===== config.mk =====
export PLATFORM = sky130hd
export DESIGN_NAME = uartlite_axi_responder_flat
export DESIGN_NICKNAME = d
export VERILOG_FILES = /design/src/rtl/uartlite_axi_responder_if.sv /design/src/rtl/uartlite_axi_responder.sv /design/src/flat_wrapper.sv
export SDC_FILE = /design/constraint.sdc
export NUM_CORES = 1
export LEC_CHECK = 0
export BUFFER_PORTS_ARGS = -buffer_cell sky130_fd_sc_hd__clkbuf_2
export CORE_MARGIN = 5
export CORE_UTILIZATION = 57
export DETAILED_ROUTE_END_ITERATION = 7
export PLACE_DENSITY = 0.85
export SYNTH_ARGS = -nofsm -noshare
export SYNTH_HDL_FRONTEND = slang
export SYNTH_HIERARCHICAL = 1
export SYNTH_SLANG_ARGS = --single-unit

===== constraint.sdc =====
create_clock -name clk -period 4.6 [get_ports clk]
set_input_delay 1.15 -clock clk [delete_from_list [all_inputs] [get_ports clk]]
set_output_delay 1.15 -clock clk [all_outputs]
set_load 0.02 [all_outputs]

===== src/rtl/uartlite_axi_responder_if.sv =====
// AXI4-lite register port plus the RX/TX byte streams of the UARTLite responder.
interface uartlite_axi_responder_if;
  logic        axi_awvalid;
  logic        axi_awready;
  logic [31:0] axi_awaddr;
  logic [2:0]  axi_awprot;
  logic        axi_wvalid;
  logic        axi_wready;
  logic [31:0] axi_wdata;
  logic [3:0]  axi_wstrb;
  logic        axi_bvalid;
  logic        axi_bready;
  logic [1:0]  axi_bresp;
  logic        axi_arvalid;
  logic        axi_arready;
  logic [31:0] axi_araddr;
  logic [2:0]  axi_arprot;
  logic        axi_rvalid;
  logic        axi_rready;
  logic [31:0] axi_rdata;
  logic [1:0]  axi_rresp;
  logic        rx_valid;
  logic        rx_ready;
  logic [7:0]  rx_data;
  logic        tx_valid;
  logic        tx_ready;
  logic [7:0]  tx_data;

  modport slave (
    input  axi_awvalid, axi_awaddr, axi_awprot, axi_wvalid, axi_wdata, axi_wstrb,
           axi_bready, axi_arvalid, axi_araddr, axi_arprot, axi_rready,
           rx_valid, rx_data, tx_ready,
    output axi_awready, axi_wready, axi_bvalid, axi_bresp, axi_arready,
           axi_rvalid, axi_rdata, axi_rresp, rx_ready, tx_valid, tx_data
  );

  modport master (
    output axi_awvalid, axi_awaddr, axi_awprot, axi_wvalid, axi_wdata, axi_wstrb,
           axi_bready, axi_arvalid, axi_araddr, axi_arprot, axi_rready,
           rx_valid, rx_data, tx_ready,
    input  axi_awready, axi_wready, axi_bvalid, axi_bresp, axi_arready,
           axi_rvalid, axi_rdata, axi_rresp, rx_ready, tx_valid, tx_data
  );
endinterface


===== src/rtl/uartlite_axi_responder.sv =====
// UARTLite-compatible AXI4-lite responder: RX/TX byte FIFOs behind a four-register map.

// Byte FIFO with circular pointers, an occupancy counter and a synchronous clear.
module UartLiteFifo #(
  parameter int DEPTH = 16
) (
  input  logic       clk,
  input  logic       rstn,
  input  logic       i_clear,
  input  logic       i_push,
  input  logic [7:0] i_pushData,
  input  logic       i_pop,
  output logic [7:0] o_head,
  output logic       o_empty,
  output logic       o_full
);
  localparam int AW = $clog2(DEPTH);
  localparam int CW = AW + 1;

  logic [7:0]    r_mem [DEPTH];
  logic [AW-1:0] r_wrPtr;
  logic [AW-1:0] r_rdPtr;
  logic [CW-1:0] r_count;
  logic          w_doPush;
  logic          w_doPop;

  assign o_empty  = (r_count == '0);
  assign o_full   = (r_count == CW'(DEPTH));
  // A full FIFO can still take a byte when the head leaves in the same cycle.
  assign w_doPop  = i_pop & ~o_empty;
  assign w_doPush = i_push & (~o_full | w_doPop);
  assign o_head   = r_mem[r_rdPtr];

  // Pointer and occupancy bookkeeping; clear takes priority over push/pop.
  always_ff @(posedge clk) begin
    if (!rstn || i_clear) begin
      r_wrPtr <= '0;
      r_rdPtr <= '0;
      r_count <= '0;
    end else begin
      if (w_doPush) r_wrPtr <= r_wrPtr + 1'b1;
      if (w_doPop)  r_rdPtr <= r_rdPtr + 1'b1;
      case ({w_doPush, w_doPop})
        2'b10:   r_count <= r_count + 1'b1;
        2'b01:   r_count <= r_count - 1'b1;
        default: r_count <= r_count;
      endcase
    end
  end

  // Storage array; contents need no reset since occupancy gates every read.
  always_ff @(posedge clk) begin
    if (w_doPush && !i_clear) r_mem[r_wrPtr] <= i_pushData;
  end
endmodule

module uartlite_axi_responder #(
  parameter int FIFO_DEPTH = 16
) (
  input  logic                      clk,
  input  logic                      rstn,
  uartlite_axi_responder_if.slave   bus
);
  typedef enum logic {W_IDLE, W_RESP} wState_t;
  typedef enum logic {R_IDLE, R_RESP} rState_t;

  wState_t     r_wState, w_wStateNext;
  rState_t     r_rState, w_rStateNext;
  logic        r_awHeld;
  logic        r_wHeld;
  logic [1:0]  r_wAddr;
  logic [7:0]  r_wData;
  logic [31:0] r_rdata;

  logic        w_awHs, w_wHs, w_arHs, w_doWrite;
  logic        w_rxPush, w_rxPop, w_rxClear, w_rxEmpty, w_rxFull;
  logic        w_txPush, w_txPop, w_txClear, w_txEmpty, w_txFull;
  logic [7:0]  w_rxHead, w_txHead;
  logic [31:0] w_stat, w_readValue;
  logic        w_unused;

  assign w_unused = ^{bus.axi_awaddr[31:4], bus.axi_awaddr[1:0], bus.axi_awprot,
                      bus.axi_wdata[31:8], bus.axi_wstrb,
                      bus.axi_araddr[31:4], bus.axi_araddr[1:0], bus.axi_arprot};

  // AXI channel outputs
  assign bus.axi_awready = ~r_awHeld & (r_wState == W_IDLE);
  assign bus.axi_wready  = ~r_wHeld & (r_wState == W_IDLE);
  assign bus.axi_bvalid  = (r_wState == W_RESP);
  assign bus.axi_bresp   = 2'b00;
  assign bus.axi_arready = (r_rState == R_IDLE);
  assign bus.axi_rvalid  = (r_rState == R_RESP);
  assign bus.axi_rdata   = r_rdata;
  assign bus.axi_rresp   = 2'b00;

  assign w_awHs = bus.axi_awvalid & bus.axi_awready;
  assign w_wHs  = bus.axi_wvalid & bus.axi_wready;
  assign w_arHs = bus.axi_arvalid & bus.axi_arready;

  // Byte stream side
  assign bus.rx_ready = ~w_rxFull;
  assign bus.tx_valid = ~w_txEmpty;
  assign bus.tx_data  = w_txHead;
  assign w_rxPush     = bus.rx_valid & ~w_rxFull;
  assign w_txPop      = bus.tx_ready & ~w_txEmpty;

  // Register-write side effects, all issued in the single cycle the write is performed.
  assign w_txPush  = w_doWrite & (r_wAddr == 2'd1);
  assign w_txClear = w_doWrite & (r_wAddr == 2'd3) & r_wData[0];
  assign w_rxClear = w_doWrite & (r_wAddr == 2'd3) & r_wData[1];
  assign w_rxPop   = w_arHs & (bus.axi_araddr[3:2] == 2'd0) & ~w_rxEmpty;

  assign w_stat = {28'b0, w_txFull, w_txEmpty, w_rxFull, ~w_rxEmpty};

  UartLiteFifo #(.DEPTH(FIFO_DEPTH)) u_rxFifo (
    .clk(clk), .rstn(rstn), .i_clear(w_rxClear), .i_push(w_rxPush),
    .i_pushData(bus.rx_data), .i_pop(w_rxPop), .o_head(w_rxHead),
    .o_empty(w_rxEmpty), .o_full(w_rxFull)
  );

  UartLiteFifo #(.DEPTH(FIFO_DEPTH)) u_txFifo (
    .clk(clk), .rstn(rstn), .i_clear(w_txClear), .i_push(w_txPush),
    .i_pushData(r_wData), .i_pop(w_txPop), .o_head(w_txHead),
    .o_empty(w_txEmpty), .o_full(w_txFull)
  );

  // Write FSM next state: perform the write once both address and data are held.
  always_comb begin
    w_wStateNext = r_wState;
    w_doWrite    = 1'b0;
    case (r_wState)
      W_IDLE: begin
        if (r_awHeld && r_wHeld) begin
          w_doWrite    = 1'b1;
          w_wStateNext = W_RESP;
        end
      end
      W_RESP: begin
        if (bus.axi_bready) w_wStateNext = W_IDLE;
      end
      default: w_wStateNext = W_IDLE;
    endcase
  end

  // Write FSM state plus independent AW/W latches.
  always_ff @(posedge clk) begin
    if (!rstn) begin
      r_wState <= W_IDLE;
      r_awHeld <= 1'b0;
      r_wHeld  <= 1'b0;
      r_wAddr  <= 2'd0;
      r_wData  <= 8'd0;
    end else begin
      r_wState <= w_wStateNext;
      if (w_doWrite) begin
        r_awHeld <= 1'b0;
        r_wHeld  <= 1'b0;
      end else begin
        if (w_awHs) begin
          r_awHeld <= 1'b1;
          r_wAddr  <= bus.axi_awaddr[3:2];
        end
        if (w_wHs) begin
          r_wHeld <= 1'b1;
          r_wData <= bus.axi_wdata[7:0];
        end
      end
    end
  end

  // Read FSM next state: one response in flight, held until accepted.
  always_comb begin
    w_rStateNext = r_rState;
    case (r_rState)
      R_IDLE:  if (bus.axi_arvalid) w_rStateNext = R_RESP;
      R_RESP:  if (bus.axi_rready)  w_rStateNext = R_IDLE;
      default: w_rStateNext = R_IDLE;
    endcase
  end

  // Read data mux; an empty RX FIFO and the write-only registers read as zero.
  always_comb begin
    w_readValue = 32'd0;
    case (bus.axi_araddr[3:2])
      2'd0:    if (!w_rxEmpty) w_readValue = {24'b0, w_rxHead};
      2'd2:    w_readValue = w_stat;
      default: w_readValue = 32'd0;
    endcase
  end

  // Read FSM state and registered read data captured at the address handshake.
  always_ff @(posedge clk) begin
    if (!rstn) begin
      r_rState <= R_IDLE;
      r_rdata  <= 32'd0;
    end else begin
      r_rState <= w_rStateNext;
      if (w_arHs) r_rdata <= w_readValue;
    end
  end
endmodule


===== src/flat_wrapper.sv =====
// flat-port wrapper written by rule: the top's interface ports become plain ports
module uartlite_axi_responder_flat 
#(
  parameter int FIFO_DEPTH = 16
)
  (clk, rstn, bus_axi_awvalid, bus_axi_awaddr, bus_axi_awprot, bus_axi_wvalid, bus_axi_wdata, bus_axi_wstrb, bus_axi_bready, bus_axi_arvalid, bus_axi_araddr, bus_axi_arprot, bus_axi_rready, bus_rx_valid, bus_rx_data, bus_tx_ready, bus_axi_awready, bus_axi_wready, bus_axi_bvalid, bus_axi_bresp, bus_axi_arready, bus_axi_rvalid, bus_axi_rdata, bus_axi_rresp, bus_rx_ready, bus_tx_valid, bus_tx_data);
  uartlite_axi_responder_if bus_i ();
  input  logic clk;
  input  logic rstn;
  input wire logic [$bits(bus_i.axi_awvalid)-1:0] bus_axi_awvalid;
  input wire logic [$bits(bus_i.axi_awaddr)-1:0] bus_axi_awaddr;
  input wire logic [$bits(bus_i.axi_awprot)-1:0] bus_axi_awprot;
  input wire logic [$bits(bus_i.axi_wvalid)-1:0] bus_axi_wvalid;
  input wire logic [$bits(bus_i.axi_wdata)-1:0] bus_axi_wdata;
  input wire logic [$bits(bus_i.axi_wstrb)-1:0] bus_axi_wstrb;
  input wire logic [$bits(bus_i.axi_bready)-1:0] bus_axi_bready;
  input wire logic [$bits(bus_i.axi_arvalid)-1:0] bus_axi_arvalid;
  input wire logic [$bits(bus_i.axi_araddr)-1:0] bus_axi_araddr;
  input wire logic [$bits(bus_i.axi_arprot)-1:0] bus_axi_arprot;
  input wire logic [$bits(bus_i.axi_rready)-1:0] bus_axi_rready;
  input wire logic [$bits(bus_i.rx_valid)-1:0] bus_rx_valid;
  input wire logic [$bits(bus_i.rx_data)-1:0] bus_rx_data;
  input wire logic [$bits(bus_i.tx_ready)-1:0] bus_tx_ready;
  output wire logic [$bits(bus_i.axi_awready)-1:0] bus_axi_awready;
  output wire logic [$bits(bus_i.axi_wready)-1:0] bus_axi_wready;
  output wire logic [$bits(bus_i.axi_bvalid)-1:0] bus_axi_bvalid;
  output wire logic [$bits(bus_i.axi_bresp)-1:0] bus_axi_bresp;
  output wire logic [$bits(bus_i.axi_arready)-1:0] bus_axi_arready;
  output wire logic [$bits(bus_i.axi_rvalid)-1:0] bus_axi_rvalid;
  output wire logic [$bits(bus_i.axi_rdata)-1:0] bus_axi_rdata;
  output wire logic [$bits(bus_i.axi_rresp)-1:0] bus_axi_rresp;
  output wire logic [$bits(bus_i.rx_ready)-1:0] bus_rx_ready;
  output wire logic [$bits(bus_i.tx_valid)-1:0] bus_tx_valid;
  output wire logic [$bits(bus_i.tx_data)-1:0] bus_tx_data;
  assign bus_i.axi_awvalid = bus_axi_awvalid;
  assign bus_i.axi_awaddr = bus_axi_awaddr;
  assign bus_i.axi_awprot = bus_axi_awprot;
  assign bus_i.axi_wvalid = bus_axi_wvalid;
  assign bus_i.axi_wdata = bus_axi_wdata;
  assign bus_i.axi_wstrb = bus_axi_wstrb;
  assign bus_i.axi_bready = bus_axi_bready;
  assign bus_i.axi_arvalid = bus_axi_arvalid;
  assign bus_i.axi_araddr = bus_axi_araddr;
  assign bus_i.axi_arprot = bus_axi_arprot;
  assign bus_i.axi_rready = bus_axi_rready;
  assign bus_i.rx_valid = bus_rx_valid;
  assign bus_i.rx_data = bus_rx_data;
  assign bus_i.tx_ready = bus_tx_ready;
  assign bus_axi_awready = bus_i.axi_awready;
  assign bus_axi_wready = bus_i.axi_wready;
  assign bus_axi_bvalid = bus_i.axi_bvalid;
  assign bus_axi_bresp = bus_i.axi_bresp;
  assign bus_axi_arready = bus_i.axi_arready;
  assign bus_axi_rvalid = bus_i.axi_rvalid;
  assign bus_axi_rdata = bus_i.axi_rdata;
  assign bus_axi_rresp = bus_i.axi_rresp;
  assign bus_rx_ready = bus_i.rx_ready;
  assign bus_tx_valid = bus_i.tx_valid;
  assign bus_tx_data = bus_i.tx_data;
  uartlite_axi_responder #(.FIFO_DEPTH(FIFO_DEPTH)) u_core (.clk(clk), .rstn(rstn), .bus(bus_i));
endmodule

### Word level (Yosys, flattened, before mapping)

Memories as Yosys holds them, arrays and structs flattened. A register that Yosys moved wholly into a read port is not among the register bits.
Cells that the tools add are included.

* eq/ne operators: 9
* muxes and demuxes: 19
* reductions and logical operators: 16
* $add $sub $neg: 8
* bitwise logic cells: 29

Operators with widths (count)
* case mux 5 bit (2 select lines): 2
* bitwise AND 1 bit: 17
* adder 4 x 1 -> 4 bit, second input constant: 4
* 2-to-1 mux 4 bit: 4
* case mux 8 bit (2 select lines): 1
* adder 5 x 1 -> 5 bit, second input constant: 2
* == test 5 bit, second input constant: 2
* zero test 5 bit: 2
* inverter 1 bit: 10
* subtractor 5 x 1 -> 5 bit, second input constant: 2
* 2-to-1 mux 1 bit: 9
* == test 2 bit, second input constant: 4
* 2-to-1 mux 8 bit: 1
* == test 2 x 1 -> 1 bit, second input constant: 3
* case mux 1 bit (2 select lines): 2
* AND reduction 2 bit: 2
* nonzero test 2 bit: 2
* logical AND 1 bit: 3
* zero test 1 bit: 3
* zero test 2 bit: 1
* logical OR 1 bit: 2
* OR 1 bit: 2
* OR reduction 2 bit: 1

* memories kept: 2
* output and inout bits: 51
* bits in writable memories: 256
* bits in registers: 72
* bits of input ports: 123

Memory list
* u_core.u_rxFifo.r_mem: depth 16, bits a word 8, read ports 1, clocked after memory_dff 1, write ports 1, line uartlite_axi_responder.sv:20 `logic [7:0] r_mem [DEPTH];`
* u_core.u_txFifo.r_mem: depth 16, bits a word 8, read ports 1, clocked after memory_dff 1, write ports 1, line uartlite_axi_responder.sv:20

### Logic depth before layout (Yosys ltp)

* word-level depth: 10
* depth in mapped cells: 13
* depth with buffers taken out: 11

### By module

The synthesis kept the hierarchy.

Modules (own cells, without submodules)
* UartLiteFifo: cells an instance 332, area each 5854.4 µm², instances 2
* uartlite_axi_responder: cells an instance 121, area each 1161.1 µm², instances 1

### Worst setup path after synthesis

Ideal clock, no wire load.

* kind: input to register
* from: input bus_axi_arvalid
* to: register u_core.u_rxFifo.r_count[4]
* library setup time: 120 ps
* arrival time: 3670 ps
* setup slack: 810 ps
* stages: 10
* path buffers: 1
* cells stage by stage: nand2b_4 -> buf_6 -> nor4_1 -> nor2b_1 -> o21ai_4 -> fa_1 -> nand2b_1 -> a21o_1 -> a2111o_1 -> a211o_1

* word-level cells in the longest chain between the ends: 8
* elaborated cells between the ends (all ways): 10
* classes of those cells: 2 x eq/ne; 1 x mux; 6 x bitwise; 1 x reduce/logical

Ends and longest elaborated chain
* start, declared: line flat_wrapper.sv:17 `input wire logic [$bits(bus_i.axi_arvalid)-1:0] bus_axi_arvalid;`
* bitwise AND 1 bit (*): line uartlite_axi_responder.sv:98 `assign w_arHs = bus.axi_arvalid & bus.axi_arready;`
* bitwise AND 1 bit (*) (2 in series): line uartlite_axi_responder.sv:111 `assign w_rxPop = w_arHs & (bus.axi_araddr[3:2] == 2'd0) & ~w_rxEmpty;`
* named net u_core.w_rxPop: line uartlite_axi_responder.sv:76 `logic w_rxPush, w_rxPop, w_rxClear, w_rxEmpty, w_rxFull;`
* bitwise AND 1 bit (*): line uartlite_axi_responder.sv:30 `assign w_doPop = i_pop & ~o_empty;`
* OR 1 bit: line uartlite_axi_responder.sv:31 `assign w_doPush = i_push & (~o_full | w_doPop);`
* bitwise AND 1 bit: line uartlite_axi_responder.sv:31
* == test 2 x 1 -> 1 bit or == test 2 bit (tied branches): line uartlite_axi_responder.sv:43 `case ({w_doPush, w_doPop})`
* case mux 5 bit (2 select lines) or nonzero test 2 bit (tied branches)
* end signal, assigned: line uartlite_axi_responder.sv:44 `2'b10: r_count <= r_count + 1'b1;`
* end signal, assigned: line uartlite_axi_responder.sv:45 `2'b01: r_count <= r_count - 1'b1;`
* end signal, assigned: line uartlite_axi_responder.sv:46 `default: r_count <= r_count;`
* end, declared: line uartlite_axi_responder.sv:23 `logic [CW-1:0] r_count;`

Mark *: on every way through the listed nets, which the timed path passes. The rest lies on a longest branch.
A chain may end at the register's enable or synchronous reset.

==> impl_metrics.toml <==
[final_layout]
area_growth_pct = 10.9
drive_above_1_share_pct = 21.9
diodes = 0
final_util_pct = 63.6
nets = 981
fin_cells = 1149

[sta]
fin_skew_ns = 0.00879
hold_viol = 0
relSlewSlack_pct = 37.1
timing.hold.ws_ns = 0.463
finalSetupTns_ns = 0
drv_slew = 0
setup_violations = 0
period_share_pct = 82.0
finalWorstSetupSlack_ns = 0.829
worst_pin_slew_ns = 0.940
max_freq_mhz = 265
min_period_ns = 3.77
rsz0062_at_grt = "false"

[status]
status = "finished, final reports clean"

[power]
seq_power_share_pct = 52.9
power.clock.fraction_pct = 40.5
swShare_pct = 22.0
p_int_mw = 4.69
comb_power_share_pct = 6.7
switchingPower_mw = 1.33
leakagePower_nw = 4.87
vdd_drop_max_mv = 0.364
power_density_mw_per_mm2 = 422

[placed_design]
dp_cells = 1093
post-place-ws_ns = 0.948
port_buffers = 51
dp_hpwl_um = 16400
place.gp.congestion = 0.803

[die]
die-area_mm2 = 0.0257
ioPinCount = 174
row_count = 55
die-width_um = 160
die_h_um = 160
start_util_pct = 57.4
core_mm2 = 0.0224

[synth]
synth_cell_types = 59
ys_async_sr_fraction_pct = 0
avgSynthCellArea_um2 = 16.4
synth_ff_type = "edfxtp_1"
ys_seq_area_share_pct = 68.4
synth_top_area_share_pct = 59.7
synthesis.area_mm2 = 0.0129
synth-edff-count = 256
synth-seq-cells = 312
synth_area_leaders = "edfxtp_1 (60%), mux4_2 (11%), dfxtp_1 (8.7%)"
yosysTopAreaCell = "edfxtp_1"
synth_cells = 785
synth_warnings = 6

[global_route]
grt_pass1_vias = 6928
grt_overflow_total = 0
grt_antenna_before_repair = 0
grt_util_met2_pct = 35.3
grt_first_pass_wirelength_um = 38700
grtUsageTotal_pct = 19.1
top_usage_layer = "met2"
grt_use_met3_pct = 2.68
use_met1_pct = 23.8
grt_max_degree = 27

[drt]
num_vias = 6845
drcViolationCount = 0
drt_wl_total_um = 24900
vias_per_cell = 5.96
drtAntennaViolNets = 0
drt_iter0_drc = 508
routedWlPerCell_um = 21.7
drt_pass1_iterations = 5

[cts]
htreeDepth = 1
cts_tree = "yes"
cts_setup_buffers = 0
cts_num_sinks = 312
clk_pin_slew_ns = 0.06
cts_resized = 0
cts-buffers-inserted = 30
root_buffer = "clkbuf_16"
clockBufferDepth = 3
insertion_delay_ns = 0.54
ctsHoldBuffers = 0

[critical_path]
r2r_cells = 12
cp-end-kind = "output port"
setup.worst_path.start_class = "flip-flop"
crit_fanout = 14
worstPathRequired_ns = 3.45
crit_type = "flip-flop to output port"
critPathArrivalTime_ns = 2.62

[min_path]
min_path_type = "flip-flop to flip-flop"
whs_path_depth = 2

[run]
cap_viol_max_count = 0
-- logic make-up (layout without fill, tap and decap cells) --
group           count (synthesis)  in the layout  synth area share, %
mux                            80             80                 12.5
compound gates                 88             88                 5.52
buf+inv                        80            132                 3.33
other cells                     1             28               0.0291
simple gates                  194            194                 7.52
xor+xnor                       12             12                0.817
flops                         312            312                 68.4
fa+ha+maj                      18             18                 1.87
-- path summary, 6_finish.rpt --
kind	from	endpoint	slack, ns
hold / removal	u_core/bus.axi_rdata[0]	u_core/bus.axi_rdata[0]	0.46
setup / recovery	flip-flop	bus_tx_data[6]	0.83
setup reg to reg	u_core/u_rxFifo/r_count[0]	u_core/u_rxFifo/r_count[4]	1.12
hold reg to reg	u_core/bus.axi_rdata[0]	u_core/bus.axi_rdata[0]	0.46
-- cell usage after synthesis (5+ instances only) --
library cell and n:
buf_2 7, nand3_1 6, nand2b_1 9, a22oi_1 32, a211oi_1 6, dfxtp_1 56
xor2_1 8, or4_1 5, nand4_1 6, mux2i_1 14, edfxtp_1 256, nor2b_1 27
buf_4 30, clkbuf_1 21, nand2_1 35, mux4_2 64, nor3_1 5, inv_1 15
ha_1 16, nor2_1 77
-- through the flow --
step / power [mW] / area [um2]
2_1_floorplan: 3.55 / 13000
3_3_place_gp: 3.62 / 13300
3_5_place_dp: 3.65 / 13300
4_1_cts: 6.07 / 14300
5_1_grt: 6.23 / 14300
6_report: 6.02 / 14300
-- area by class of cell --
cell class | instances | area, um2
clock inverters | 13 | 126
clock buffers | 43 | 871
well taps | 285 | 357
repair buffers | 59 | 315
multi-input cells | 420 | 3730
fillers | 1522 | 8160
inverters | 17 | 63.8
flip-flops and latches | 312 | 8810
-- layer usage --
| layer | vias to the layer above | wire [um] |
|---|---|---|
| li1 | 3100 | - |
| met1 | 3489 | 9720 |
| met2 | 205 | 13500 |
| met3 | 51 | 1040 |
| met4 | 0 | 635 |
| met5 | - | 0 |
-- power groups by stage --
| stage | registers [mW] | clock network (mW) | logic [mW] |
|---|---|---|---|
| final | 3.18 | 2.44 | 0.401 |
| after global routing | 3.19 | 2.59 | 0.440 |
| after CTS | 3.19 | 2.48 | 0.404 |
| after detailed placement | 3.25 | 0 | 0.402 |
| after global placement | 3.24 | 0 | 0.386 |
| after floorplan | 3.21 | 0 | 0.337 |
-- registers in the layout, indices dropped and copies added (netlist names), 2 cells and up, named ones only --
signal and count:
u_core/u_rxFifo/r_mem 128, u_core/u_txFifo/r_mem 128, u_core/bus.axi_rdata 8, u_core/r_wData 8
u_core/u_rxFifo/r_count 5, u_core/u_txFifo/r_count 5, u_core/u_rxFifo/r_rdPtr 4, u_core/u_rxFifo/r_wrPtr 4
u_core/u_txFifo/r_rdPtr 4, u_core/u_txFifo/r_wrPtr 4, u_core/r_wAddr 2
-- layout by cell type, fill, tap and decap left out, types with 4 or more instances in the layout --
cell,instances
a211oi_1,6
a21o_1,4
a21oi_1,4
a22o_1,4
a22oi_1,32
buf_4,8
clkbuf_1,7
clkbuf_16,31
clkbuf_2,51
clkbuf_8,5
clkinv_2,7
conb_1,28
dfxtp_1,54
edfxtp_1,256
ha_1,16
inv_1,15
mux2i_1,14
mux4_2,64
nand2_1,35
nand2b_1,9
nand3_1,6
nand4_1,6
nor2_1,77
nor2b_1,27
nor3_1,5
o211ai_1,4
o21ai_1,4
o31ai_1,4
or4_1,5
xnor2_1,4
xor2_1,8
-- worst max-delay path: stages (launching register included) --
cell,delay (ns)
dfxtp_2,0.60
buf_4,0.37
mux4_2,0.53
a22oi_1,0.27
nand2_1,0.12
clkbuf_2,0.17
No activity file was read; power rests on OpenSTA's default activity.
